## config.mk

```make
export PLATFORM = sky130hd
export DESIGN_NAME = ifetch_stage
export DESIGN_NICKNAME = d
export VERILOG_FILES = /design/src/rtl/cpu_pkg.sv /design/src/rtl/ifetch_next_pc.sv /design/src/rtl/ifetch_stage.sv
export SDC_FILE = /design/constraint.sdc
export NUM_CORES = 1
export LEC_CHECK = 0
export BUFFER_PORTS_ARGS = -buffer_cell sky130_fd_sc_hd__buf_2
export CAP_MARGIN = 20
export CORE_UTILIZATION = 45
export CTS_CLUSTER_SIZE = 20
export DETAILED_ROUTE_END_ITERATION = 16
export GPL_ROUTABILITY_DRIVEN = 0
export HOLD_SLACK_MARGIN = 0.12
export PLACE_DENSITY = 0.77
export SYNTH_ARGS = -nofsm -noshare
export SYNTH_HDL_FRONTEND = slang
export SYNTH_SLANG_ARGS = --single-unit
export TNS_END_PERCENT = 20
```

## constraint.sdc

```tcl
create_clock -name clk -period 2.6 [get_ports clk]
set_input_delay 0.13 -clock clk [delete_from_list [all_inputs] [get_ports clk]]
set_output_delay 0.13 -clock clk [all_outputs]
set_load 0.01 [all_outputs]
```

## src/rtl/cpu_pkg.sv

```systemverilog
// rtl/cpu_pkg.sv - shared CPU constants and the IF/ID pipeline bundle
package cpu_pkg;

  localparam int          XLEN          = 32;
  localparam int          IM_AW_DEFAULT = 6;
  localparam logic [31:0] INSTR_NOP     = 32'h0000_0013;

  // IF/ID pipeline register contents, shared with the decode stage
  typedef struct packed {
    logic            valid;
    logic [XLEN-1:0] pc;
    logic [XLEN-1:0] pc4;
    logic [XLEN-1:0] instr;
  } if_id_t;

endpackage

```

## src/rtl/ifetch_next_pc.sv

```systemverilog
// rtl/ifetch_next_pc.sv - combinational next-PC select with redirect range check and wrap
module ifetch_next_pc
  import cpu_pkg::*;
#(
  parameter int          PROG_WORDS = 13,
  parameter logic [31:0] RESET_PC   = 32'h0000_0000
) (
  input  logic [31:0] pc,
  input  logic        redirect,
  input  logic [31:0] redirect_pc,
  output logic [31:0] next_pc,
  output logic        range_err
);

  localparam logic [XLEN-1:0] PC_LIMIT = XLEN'(PROG_WORDS * 4);

  logic [XLEN-1:0] seq_pc;
  logic            target_ok;

  // Redirect targets must be word aligned and inside the program image;
  // a bad target falls back to RESET_PC. Sequential fetch wraps at the end.
  always_comb begin
    seq_pc    = pc + 32'd4;
    target_ok = (redirect_pc[1:0] == 2'b00) && (redirect_pc < PC_LIMIT);
    range_err = 1'b0;
    next_pc   = (seq_pc >= PC_LIMIT) ? RESET_PC : seq_pc;
    if (redirect) begin
      next_pc   = target_ok ? redirect_pc : RESET_PC;
      range_err = !target_ok;
    end
  end

endmodule

```

## src/rtl/ifetch_stage.sv

```systemverilog
// rtl/ifetch_stage.sv - instruction fetch stage: PC, IF/ID register, status; IFETCH_FETCH_CNT_EN builds fetch_cnt
module ifetch_stage
  import cpu_pkg::*;
#(
  parameter int          IM_AW      = IM_AW_DEFAULT,
  parameter int          PROG_WORDS = 13,
  parameter logic [31:0] RESET_PC   = 32'h0000_0000
) (
  input  logic             clk,
  input  logic             rstn,
  input  logic             step_en,
  input  logic             stall,
  input  logic             redirect,
  input  logic [31:0]      redirect_pc,
  output logic [IM_AW-1:0] im_addr,
  input  logic [31:0]      im_instr,
  output logic             id_valid,
  output logic [31:0]      id_pc,
  output logic [31:0]      id_pc4,
  output logic [31:0]      id_instr,
  output logic [31:0]      pc_o,
  output logic             err_range,
  output logic [31:0]      fetch_cnt
);

  logic [31:0] pc_q, pc_d;
  if_id_t      ifid_q, ifid_d;
  logic        err_q, err_d;
  logic        advance;
  logic [31:0] next_pc;
  logic        range_err;

  ifetch_next_pc #(
    .PROG_WORDS (PROG_WORDS),
    .RESET_PC   (RESET_PC)
  ) u_next_pc (
    .pc          (pc_q),
    .redirect    (redirect),
    .redirect_pc (redirect_pc),
    .next_pc     (next_pc),
    .range_err   (range_err)
  );

  // Tick priority: redirect flushes IF/ID, else stall holds, else advance
  always_comb begin
    pc_d    = pc_q;
    ifid_d  = ifid_q;
    err_d   = err_q;
    advance = 1'b0;
    if (step_en) begin
      if (redirect) begin
        pc_d         = next_pc;
        ifid_d.valid = 1'b0;
        ifid_d.instr = INSTR_NOP;
        err_d        = err_q | range_err;
      end else if (!stall) begin
        advance      = 1'b1;
        pc_d         = next_pc;
        ifid_d.valid = 1'b1;
        ifid_d.pc    = pc_q;
        ifid_d.pc4   = pc_q + 32'd4;
        ifid_d.instr = im_instr;
      end
    end
  end

  // PC, IF/ID and sticky error registers
  always_ff @(posedge clk or negedge rstn) begin
    if (!rstn) begin
      pc_q   <= RESET_PC;
      ifid_q <= '{valid: 1'b0, pc: 32'h0, pc4: 32'h0, instr: INSTR_NOP};
      err_q  <= 1'b0;
    end else begin
      pc_q   <= pc_d;
      ifid_q <= ifid_d;
      err_q  <= err_d;
    end
  end

`ifdef IFETCH_FETCH_CNT_EN
  logic [31:0] cnt_q, cnt_d;

  always_comb begin
    cnt_d = advance ? cnt_q + 32'd1 : cnt_q;
  end

  // Count of valid fetches, wraps modulo 2^32
  always_ff @(posedge clk or negedge rstn) begin
    if (!rstn) cnt_q <= 32'h0;
    else       cnt_q <= cnt_d;
  end

  assign fetch_cnt = cnt_q;
`else
  logic unused_advance;
  assign unused_advance = advance;
  assign fetch_cnt      = 32'h0;
`endif

  assign im_addr   = pc_q[IM_AW+1:2];
  assign pc_o      = pc_q;
  assign id_valid  = ifid_q.valid;
  assign id_pc     = ifid_q.pc;
  assign id_pc4    = ifid_q.pc4;
  assign id_instr  = ifid_q.instr;
  assign err_range = err_q;

endmodule

```

# Yosys cells after proc, flatten, opt, wreduce, memory -nomap -nowiden
# Index checks and enable logic that the tools add are counted.
[totals] regBits=130 output_inout_bits=168 elab_cells=28 inputBits=69
[classes] addsub=1 n_lt_le_gt_ge=2 bitwise_logic=3 eq_ne=1 reduce_logical=6 n_mux=9
[op_table] op="32-bit 2-to-1 mux" n=6
[op_table] op="97-bit 2-to-1 mux" n=1
[op_table] op="32-bit by 3-bit adder with 32-bit output (second input constant)" n=1
[op_table] op="32-bit by 6-bit greater-or-equal comparator with 1-bit output (second input constant)" n=1
[op_table] op="32-bit by 6-bit < comparator with 1-bit output (second input constant)" n=1
[op_table] op="2-bit AND reduction" n=2
[op_table] op="3-bit AND reduction" n=1
[op_table] op="2-bit zero test" n=1
[op_table] op="1-bit 2-to-1 mux" n=2
[op_table] op="2-bit by 1-bit != test with 1-bit output (second input constant)" n=1
[op_table] op="1-bit inverter" n=2
[op_table] op="1-bit logical AND" n=1
[op_table] op="1-bit zero test" n=1
[op_table] op="1-bit OR" n=1

# Longest topological paths before layout
# Gate-level depths: netlist of the first run.
[logic_depth] word_depth=6 ltp_mapped=10 mapped_depth_nobuf=9

# Modules after synthesis
# A second synthesis of the first run with hierarchy kept.
[hier_totals] cells_unflattened=683 hier_area_um2=6713.9
[by_module_without_submodules] mod="ifetch_stage" cells_per_inst=521 n_inst=1 area_each_um2=5644.2
[by_module_without_submodules] mod="ifetch_next_pc" cells_per_inst=162 n_inst=1 area_each_um2=1069.8

# Worst setup path after synthesis of the first run
# No wires, ideal clock.
[synth_timing] kind="flip-flop to flip-flop" start="register pc_q[2], in the netlist pc_o[2]" end="register pc_q[5], in the netlist pc_o[5]" path_stages_with_launch=9 slack_ns=-0.144 required_ns=2.496 arrival_time_ns=2.640 cell_sequence="dfrtp_1 ha_1 nand3_1 nor4_4 nand3_1 o211a_1 nor4_4 nand4_2 o311ai_1"
[synth_between] elab_chain_len=6
[synth_rtl] element="from (decl)" line_no="ifetch_stage.sv:26" text="logic [31:0] pc_q, pc_d;"
[synth_rtl] element="from (signal assigned)" line_no="ifetch_stage.sv:74" text="pc_q <= pc_d;"
[synth_rtl] element="32-bit by 3-bit adder with 32-bit output *" line_no="ifetch_next_pc.sv:23" text="seq_pc = pc + 32'd4;"
[synth_rtl] element="32-bit by 6-bit greater-or-equal comparator with 1-bit output" line_no="ifetch_next_pc.sv:26" text="next_pc = (seq_pc >= PC_LIMIT) ? RESET_PC : seq_pc;"
[synth_rtl] element="32-bit 2-to-1 mux *" line_no="ifetch_next_pc.sv:26"
[synth_rtl] element="32-bit 2-to-1 mux *" line_no="ifetch_next_pc.sv:27" text="if (redirect) begin"
[synth_rtl] element="32-bit 2-to-1 mux" line_no="ifetch_stage.sv:56" text="end else if (!stall) begin"
[synth_rtl] element="32-bit 2-to-1 mux *" line_no="ifetch_stage.sv:51" text="if (redirect) begin"
# Every way passes the cells marked *; elsewhere a longest branch is shown, timed or not. The select of a mux whose other input is x is not followed.
# A chain may end at the register's enable or synchronous reset.

# Final worst setup path of the first run
[layout_timing] start="register pc_q[6], in the netlist pc_o[6]" end="register pc_q[4], in the netlist pc_o[4]"
[layout_between] elab_chain_len=6
[layout_rtl] element="32-bit by 3-bit adder with 32-bit output *" line_no="ifetch_next_pc.sv:23"
[layout_rtl] element="32-bit by 6-bit greater-or-equal comparator with 1-bit output *" line_no="ifetch_next_pc.sv:26"
[layout_rtl] element="32-bit 2-to-1 mux *" line_no="ifetch_next_pc.sv:26"
[layout_rtl] element="32-bit 2-to-1 mux *" line_no="ifetch_next_pc.sv:27"
[layout_rtl] element="32-bit 2-to-1 mux" line_no="ifetch_stage.sv:56"
[layout_rtl] element="32-bit 2-to-1 mux *" line_no="ifetch_stage.sv:51"
# Marked as above.

==> run metrics, run 1 <==
outcome finished, final reports clean; CP max-delay cell or4_4; initial antenna violation count 0; FF+latch count, synth 128; Area Overhead vs Synth 32.7%; Yosys top cell area share 49.2%; via count 5256; min cycle time layout 2.54 ns; Tcrit/Tclk final 97.6%; Rel. slew slack 47.6%; Yosys cell types 66; die area 0.0146 sq mm; worst skew pair latency 0.41 ns; VDD IR max 0.000405 V; Synth Warn # 0; fin cells 1017; WL/cell 16.4 microns; DRT antenna net count 0; top post-synthesis cells by area dfrtp_1 (49%), mux2_2 (6.4%), buf_4 (5.0%); clock skew 0.00733 ns; Die X 121 microns; vias in the first global route 5037; R2R cell count 7; Synth Instances 572; largest net degree at the start of global routing 85; TritonCTS clock tree yes; Antenna diodes 0; Post-synth EDFFs 0; DRT iter0 DRCs 292; Post-Route WL 16700 microns; Final nets 897; Pre-antenna DRT Iters 4; crit end category flop; crit path cell chain nand4_4, or4_4, o31ai_4, nand4_2, nor4_4, nand4_2, o311ai_1; global-route wire length before repair 25700 microns; most frequent cell after synthesis dfrtp_1; CP required 2.91 ns; synthesized area 0.00636 sq mm; H-Tree Level Count 4; Hold Fails Final Rpt 0; largest area contributor in the netlist dfrtp_1; Post-DP HPWL 11300 microns; Clock Tree Buf Depth 2; Worst Max-Slew Pin Slew 0.785 ns; Die Height 121 microns; setup TNS 0 ns; CP Data Arrival Time 2.85 ns; top post-synthesis cells by count dfrtp_1 (125), nor2_1 (48), buf_4 (42); setup violators final 0; max_cap viols 0; placed insts 942; total gr overflow 0; Core Rows 43; CP bufs+invs 0; total core area 0.0138 sq mm; dominant delay contributor by cell family on the critical path simple AND/OR/NAND/NOR gates; Max Fclk 394 MHz; Max Slew Vio Count 0; Pwr Density 639 mW/mm^2; io pins 237; # DRC 0; HP Class in2reg; CTS clock-pin slew for the worst setup and hold paths 0.05 ns; asr flop ratio synth 100%; critical path class reg2reg; CP max FO 6; slowest stage delay, CP 0.60 ns; I/O Buffers 204; Num Clock Sinks 128; Top FF cell, synth dfrtp_1; CP Depth 7; hold depth 5; unrepaired setup endpoints after global routing true; CTS Root Cell clkbuf_16; CTS Buf Count 17; Mean Syn Cell Area 11.1 sq um; share of cells above drive strength 1 40.9%; CP dominant cell by count nand4_2; Starting Density 46.0%; post-synthesis sequential area ratio 50.4%; Vias/cell 5.17; leakage 4.32 nW; crit start category flop; Tot GR Track Use 23.0%
-- worst reg2reg max path: stages, from the launching register on --
cell      delay [ns]
dfrtp_1         0.39
nand4_4         0.18
or4_4           0.60
o31ai_4         0.28
nand4_2         0.15
nor4_4          0.41
nand4_2         0.17
o311ai_1        0.26
-- state kept, by name, indices dropped and copies added, names as in the netlist --
name	cells
id_instr	32
id_pc	32
pc_o	32
id_pc4	30
err_range	1
id_valid	1
-- cells by family (layout without fill, tap and decap cells) --
group	Yosys count	after routing	share of synthesized area, %
compound gates	95	95	10.8
buf+inv	93	327	10.7
fa+ha+maj	3	3	0.590
other cells	1	32	0.0590
mux	39	39	6.85
flops	128	128	50.4
xor+xnor	27	27	3.72
simple gates	186	186	16.9
-- path summary, 6_finish.rpt --
kind,startpoint,endpoint,slack (ns)
min in group asynchronous,rstn,id_instr[11],0.33
max in group asynchronous,rstn,id_instr[6],1.46
worst max register to register,pc_o[6],pc_o[4],0.06
worst min-delay path,redirect_pc[14],err_range,0.13
worst max-delay path,pc_o[6],pc_o[4],0.06
worst min register to register,err_range,err_range,0.50
-- power by group --
| group | internal (mW) | total [mW] | switching [mW] |
|---|---|---|---|
| registers | 2.17 | 2.27 | 0.0993 |
| logic | 0.429 | 0.947 | 0.518 |
| clock network | 1.38 | 2.17 | 0.798 |
-- final cells by class --
cell class	count	area, sq um
fillers	1151	5390
flip-flops and latches	128	3210
multi-input cells	382	2650
repair buffers	290	1790
clock buffers	25	485
well taps	180	225
clock inverters	6	57.6
inverters	6	22.5
-- layer usage --
metal	GRT usage (%)	wire length, microns	vias up
met5	0	0	-
met4	8.18	334	0
met3	5.55	875	28
met2	39.3	8540	193
met1	28.3	6960	2572
li1	-	-	2463
-- cells in the final DEF (no fill, tap or decap), types with 3 or more instances in the layout --
| cell | n |
|---|---|
| dlygate4sd3_1 | 41 |
| dfrtp_1 | 123 |
| a22o_1 | 29 |
| nand4_1 | 19 |
| a21boi_0 | 4 |
| conb_1 | 32 |
| nor2_1 | 48 |
| clkbuf_1 | 5 |
| a31oi_1 | 3 |
| clkbuf_8 | 3 |
| mux2_2 | 36 |
| a21oi_1 | 34 |
| dfstp_2 | 3 |
| inv_1 | 6 |
| o21ai_0 | 3 |
| and2_1 | 30 |
| xnor2_1 | 14 |
| buf_2 | 203 |
| nor3_1 | 4 |
| nand3b_1 | 3 |
| xor2_1 | 13 |
| clkinv_2 | 4 |
| and3_1 | 10 |
| buf_4 | 44 |
| nand2_1 | 21 |
| o211ai_1 | 3 |
| nor4_1 | 11 |
| nor4_4 | 3 |
| nand3_1 | 14 |
| mux2i_1 | 3 |
| clkbuf_16 | 17 |
-- metrics by stage --
stage / setup slack (ns) / hold slack [ns] / util, % / power, mW / instance area, sq um
finish: 0.0618 / 0.135 / 61.0 / 5.39 / 8440
global route: -0.0525 / 0.168 / 61.0 / 5.64 / 8440
CTS: 0.0539 / 0.129 / 60.5 / 5.43 / 8370
detailed placement: 0.0555 / 0.245 / 53.7 / 3.18 / 7420
global placement: 0.107 / 0.243 / 53.7 / 3.16 / 7420
floorplan: 0.0147 / -0.166 / - / 2.83 / 6480
-- repair_timing --
item | in CTS | in global routing
hold buffers | 41 | 0
endpoints found under the hold margin | 116 | 0
endpoints found under the setup margin | 0 | 6
setup buffers | 0 | 3
resized for setup | 0 | 10
Power figures use the tool's default switching activity.
==> run 2, diff against run 1 <==
--- a/config.mk
+++ b/config.mk
@@ -13,6 +13,7 @@
 export GPL_ROUTABILITY_DRIVEN = 0
 export HOLD_SLACK_MARGIN = 0.12
 export PLACE_DENSITY = 0.77
+export RECOVER_POWER = 25
 export SYNTH_ARGS = -nofsm -noshare
 export SYNTH_HDL_FRONTEND = slang
 export SYNTH_SLANG_ARGS = --single-unit
==> run metrics, run 2 (same netlist as run 1, synthesis figures left out) <==
hold path start redirect_pc[14]; Final Worst Setup Slack 0.0643 ns; unrepaired setup endpoints after global routing true; crit end category flop; share of cells above drive strength 1 39.1%; total gr overflow 0; Finished Core Util 60.9%; die area 0.0146 sq mm; via count 5262; largest net degree at the start of global routing 85; worst r2r dst pc_o[4]; Setup crit start pc_o[6]; Clock Power Share 40.4%; worst slack, placed 0.0555 ns; R2R cell count 7; CP max-delay cell or4_4; flop2flop setup slack 0.06 ns; H-Tree Level Count 4; VDD IR max 0.000405 V; Area Overhead vs Synth 32.4%; Tot GR Track Use 23.0%; Num Clock Sinks 128; HP Class in2reg; Hold Fails Final Rpt 0; critical path class reg2reg; Max Fclk 394 MHz; CP required 2.91 ns; CTS Buf Count 17; most common cell after layout, fill and taps aside buf_2; Critical R2R Launch pc_o[6]; leakage 4.26 nW; max_cap viols 0; WL/cell 16.4 microns; Pwr Density 640 mW/mm^2; I/O Buffers 204; Starting Density 46.0%; Max Slew Vio Count 0; Core Rows 43; Rel. slew slack 48.1%; Tcrit/Tclk final 97.5%; Antenna diodes 0; CP dominant cell by count nand4_2; Flop pwr share 42.1%; # DRC 0; Die X 121 microns; Clock Tree Buf Depth 2; hold depth 5; io pins 237; commonest cells after routing, fill and taps aside buf_2 (188), dfrtp_1 (123), nor2_1 (48), buf_4 (44), dlygate4sd3_1 (41); Pre-antenna DRT Iters 4; outcome finished, final reports clean; CP bufs+invs 0; Sw Ratio 26.3%; switching power 1.42 mW; setup violators final 0; CP Data Arrival Time 2.85 ns; DRT antenna net count 0; Worst Max-Slew Pin Slew 0.778 ns; initial antenna violation count 0; Post-Route WL 16700 microns; min cycle time layout 2.54 ns; total core area 0.0138 sq mm; DRT iter0 DRCs 291; crit path cell chain nand4_4, or4_4, o31ai_4, nand4_2, nor4_4, nand4_2, o311ai_1; CP Depth 7; vias in the first global route 5037; Die Height 121 microns; CTS Root Cell clkbuf_16; global-route wire length before repair 25700 microns; Post-DP HPWL 11300 microns; clock skew 0.00751 ns; Final nets 897; Combinational Power Share 17.5%; slowest stage delay, CP 0.60 ns; Internal Power 3.97 mW; dominant delay contributor by cell family on the critical path simple AND/OR/NAND/NOR gates; TritonCTS clock tree yes; worst skew pair latency 0.41 ns; CTS clock-pin slew for the worst setup and hold paths 0.05 ns; CP max FO 6; hold endpoint err_range; crit start category flop; Vias/cell 5.17
==> run 2: changes by cell type in the layout (fill, tap and decap cells not counted) <==
cell / delta
buf_2: -15
clkbuf_1: +15
==> run 2: worst max path at each step <==
stage	slack (ns)	to
after floorplan	0.01	pc_o[5]
after detailed placement	0.06	pc_o[5]
after global routing	-0.05	pc_o[5]
after CTS	0.05	pc_o[4]
final	0.06	pc_o[4]
after global placement	0.11	pc_o[4]
==> run 2: power groups by stage <==
stage | logic (mW) | registers, mW | clock network [mW]
2_1_floorplan | 0.440 | 2.39 | 0
3_3_place_gp | 0.865 | 2.29 | 0
3_5_place_dp | 0.873 | 2.30 | 0
4_1_cts | 0.929 | 2.27 | 2.23
5_1_grt | 1.04 | 2.29 | 2.31
6_report | 0.943 | 2.27 | 2.17
==> run 2: tightest hold or removal path: stages <==
cell and delay, ns:
buf_2 0.08, nor4_1 0.03, nand4_1 0.08, nor2_1 0.05
o21bai_1 0.14
==> run 2: final cells by class <==
cell class	count	area (sq um)
inverters	6	22.5
multi-input cells	382	2650
fillers	1159	5410
repair buffers	290	1770
clock inverters	6	57.6
well taps	180	225
flip-flops and latches	128	3210
clock buffers	25	485
==> run 2: layer usage <==
metal	global-route usage (%)	share of wire, %	wire length (microns)	vias to the layer above
met2	39.3	51	8550	197
met5	0	0	0	-
met3	5.55	5.2	866	30
li1	-	-	-	2463
met1	28.3	41	6920	2572
met4	8.18	2.1	344	0
==> run 2: through the flow <==
stage | area, sq um | instances | total power [mW] | setup TNS [ns] | hold slack (ns)
after floorplan | 6480 | 603 | 2.83 | 0 | -0.166
after CTS | 8370 | 1014 | 5.43 | 0 | 0.129
after detailed placement | 7420 | 942 | 3.18 | 0 | 0.245
after global routing | 8420 | 1017 | 5.63 | -0.136 | 0.168
final | 8420 | 1017 | 5.39 | 0 | 0.135
after global placement | 7420 | 942 | 3.16 | 0 | 0.243
==> run 2: timing repair <==
action	CTS	global route
hold buffers	41	0
hold endpoints to repair	116	0
setup endpoints to repair	0	6
buffers inserted	0	3
resized for setup	0	10
==> run 3, diff against run 2 <==
--- a/config.mk
+++ b/config.mk
@@ -14,6 +14,7 @@
 export HOLD_SLACK_MARGIN = 0.12
 export PLACE_DENSITY = 0.77
 export RECOVER_POWER = 25
+export SETUP_SLACK_MARGIN = 0.4
 export SYNTH_ARGS = -nofsm -noshare
 export SYNTH_HDL_FRONTEND = slang
 export SYNTH_SLANG_ARGS = --single-unit
==> run metrics, run 3 (same netlist as run 1, synthesis figures left out) <==
outcome finished, violations left; failing checks capacitance limit, slew limit; io pins 237; Num Clock Sinks 128; setup violators final 0; Core Rows 43; Final Worst Setup Slack 0.00251 ns; # fillers 1138; DP Area 0.00745 sq mm; leakage 4.33 nW; HP Class in2reg; crit start category flop; placed insts 939; commonest cells after routing, fill and taps aside buf_2 (203), dfrtp_1 (120), nor2_1 (47), dlygate4sd3_1 (44), buf_4 (40); Tcrit/Tclk final 99.9%; CTS clock-pin slew for the worst setup and hold paths 0.06 ns; global-route wire length before repair 27100 microns; max_cap viols 1; Tot GR Track Use 24.3%; Starting Density 46.0%; total core area 0.0138 sq mm; R2R cell count 7; most common cell after layout, fill and taps aside buf_2; CTS Root Cell clkbuf_16; # DRC 0; die area 0.0146 sq mm; clock skew 0.00571 ns; DRT iter0 DRCs 322; I/O Buffers 204; largest net degree at the start of global routing 70; DRT antenna net count 0; Post-DP HPWL 11300 microns; Die X 121 microns; Critical R2R Launch pc_o[12]; Area Overhead vs Synth 33.8%; total gr overflow 0; Clock Tree Buf Depth 2; fin cells 1019; initial antenna violation count 0; WL/cell 16.8 microns; hold depth 5; worst slack, placed 0.0172 ns; Pwr Density 644 mW/mm^2; Max Slew Vio Count 70; share of cells above drive strength 1 41.4%; Rel. slew slack -14.8%; post-route cell area 0.00851 sq mm; CP required 2.91 ns; Hold Fails Final Rpt 0; Max Fclk 385 MHz; crit end category flop; min cycle time layout 2.60 ns; vias in the first global route 5234; setup TNS 0 ns; Final nets 898; flop2flop setup slack 0.003 ns; unrepaired setup endpoints after global routing true; Post-Route WL 17100 microns; TritonCTS clock tree yes; Pre-antenna DRT Iters 7; VDD IR max 0.000423 V; Vias/cell 5.19; H-Tree Level Count 4; Die Height 121 microns; CTS Buf Count 17; Antenna diodes 0; critical path class reg2reg; hold path start redirect_pc[14]; CP max FO 7; worst skew pair latency 0.42 ns; via count 5287; hold endpoint err_range; worst r2r dst pc_o[5]; Worst Max-Slew Pin Slew 1.72 ns; CP Data Arrival Time 2.91 ns
==> run 3: cell types whose count changed in the layout (fill, tap and decap cells not counted), moves of 4 or more <==
cell / change
clkinv_4: +6
clkbuf_1: -18
buf_2: +15
buf_4: -4
==> run 3: metrics by stage <==
| stage | power, mW | utilization [%] | hold slack [ns] |
|---|---|---|---|
| final | 5.49 | 61.6 | 0.148 |
| after global routing | 5.73 | 61.6 | 0.190 |
| after CTS | 5.51 | 61.3 | 0.149 |
| after detailed placement | 3.18 | 53.9 | 0.181 |
| after global placement | 3.16 | 53.9 | 0.181 |
| after floorplan | 2.83 | - | -0.166 |
==> run 3: worst max-delay path by stage <==
stage | from | endpoint | slack [ns] | depth (start not counted)
2_1_floorplan | pc_o[7] | pc_o[5] | 0.07 | 8
3_3_place_gp | pc_o[9] | pc_o[5] | 0.16 | 8
3_5_place_dp | pc_o[8] | pc_o[5] | 0.02 | 8
4_1_cts | pc_o[12] | pc_o[5] | 0.05 | 7
5_1_grt | pc_o[7] | pc_o[5] | -0.12 | 7
6_report | pc_o[12] | pc_o[5] | 0.003 | 7
==> run 3: layout make-up <==
class,count,area (sq um),area share (%)
Tap cell,180,225,2.65
Timing Repair Buffer,291,1810,21.3
Clock buffer,21,460,5.41
Sequential cell,128,3210,37.7
Inverter,6,22.5,0.265
Multi-Input combinational cell,382,2670,31.4
Clock inverter,11,110,1.29
==> run 3: layer usage <==
layer	vias up	global-route usage, %	wire, microns
li1	2454	-	-
met4	0	9.34	425
met1	2609	29.3	7000
met2	191	42.2	8940
met5	-	0	0
met3	33	5.22	779
==> run 3: power by group <==
| group | internal [mW] | switching [mW] | leakage, nW |
|---|---|---|---|
| clock network | 1.37 | 0.887 | 0.269 |
| logic | 0.425 | 0.543 | 2.38 |
| registers | 2.17 | 0.0913 | 1.68 |
| total | 3.96 | 1.52 | 4.33 |
==> run 3: repair_timing <==
| item | CTS | global route |
|---|---|---|
| endpoints found under the setup margin | 7 | 8 |
| buffers inserted | 1 | 3 |
| pin swaps | 1 | 4 |
| hold buffers | 44 | 0 |
| resized for setup | 2 | 8 |
| endpoints found under the hold margin | 104 | 0 |
==> run 3: critical path, stage by stage, from the launching register on <==
cell	delay, ns
dfrtp_1	0.43
nand3_4	0.13
or4_4	0.60
o31ai_4	0.30
nand4_4	0.14
nor4_4	0.40
nand4_2	0.19
o311ai_2	0.29
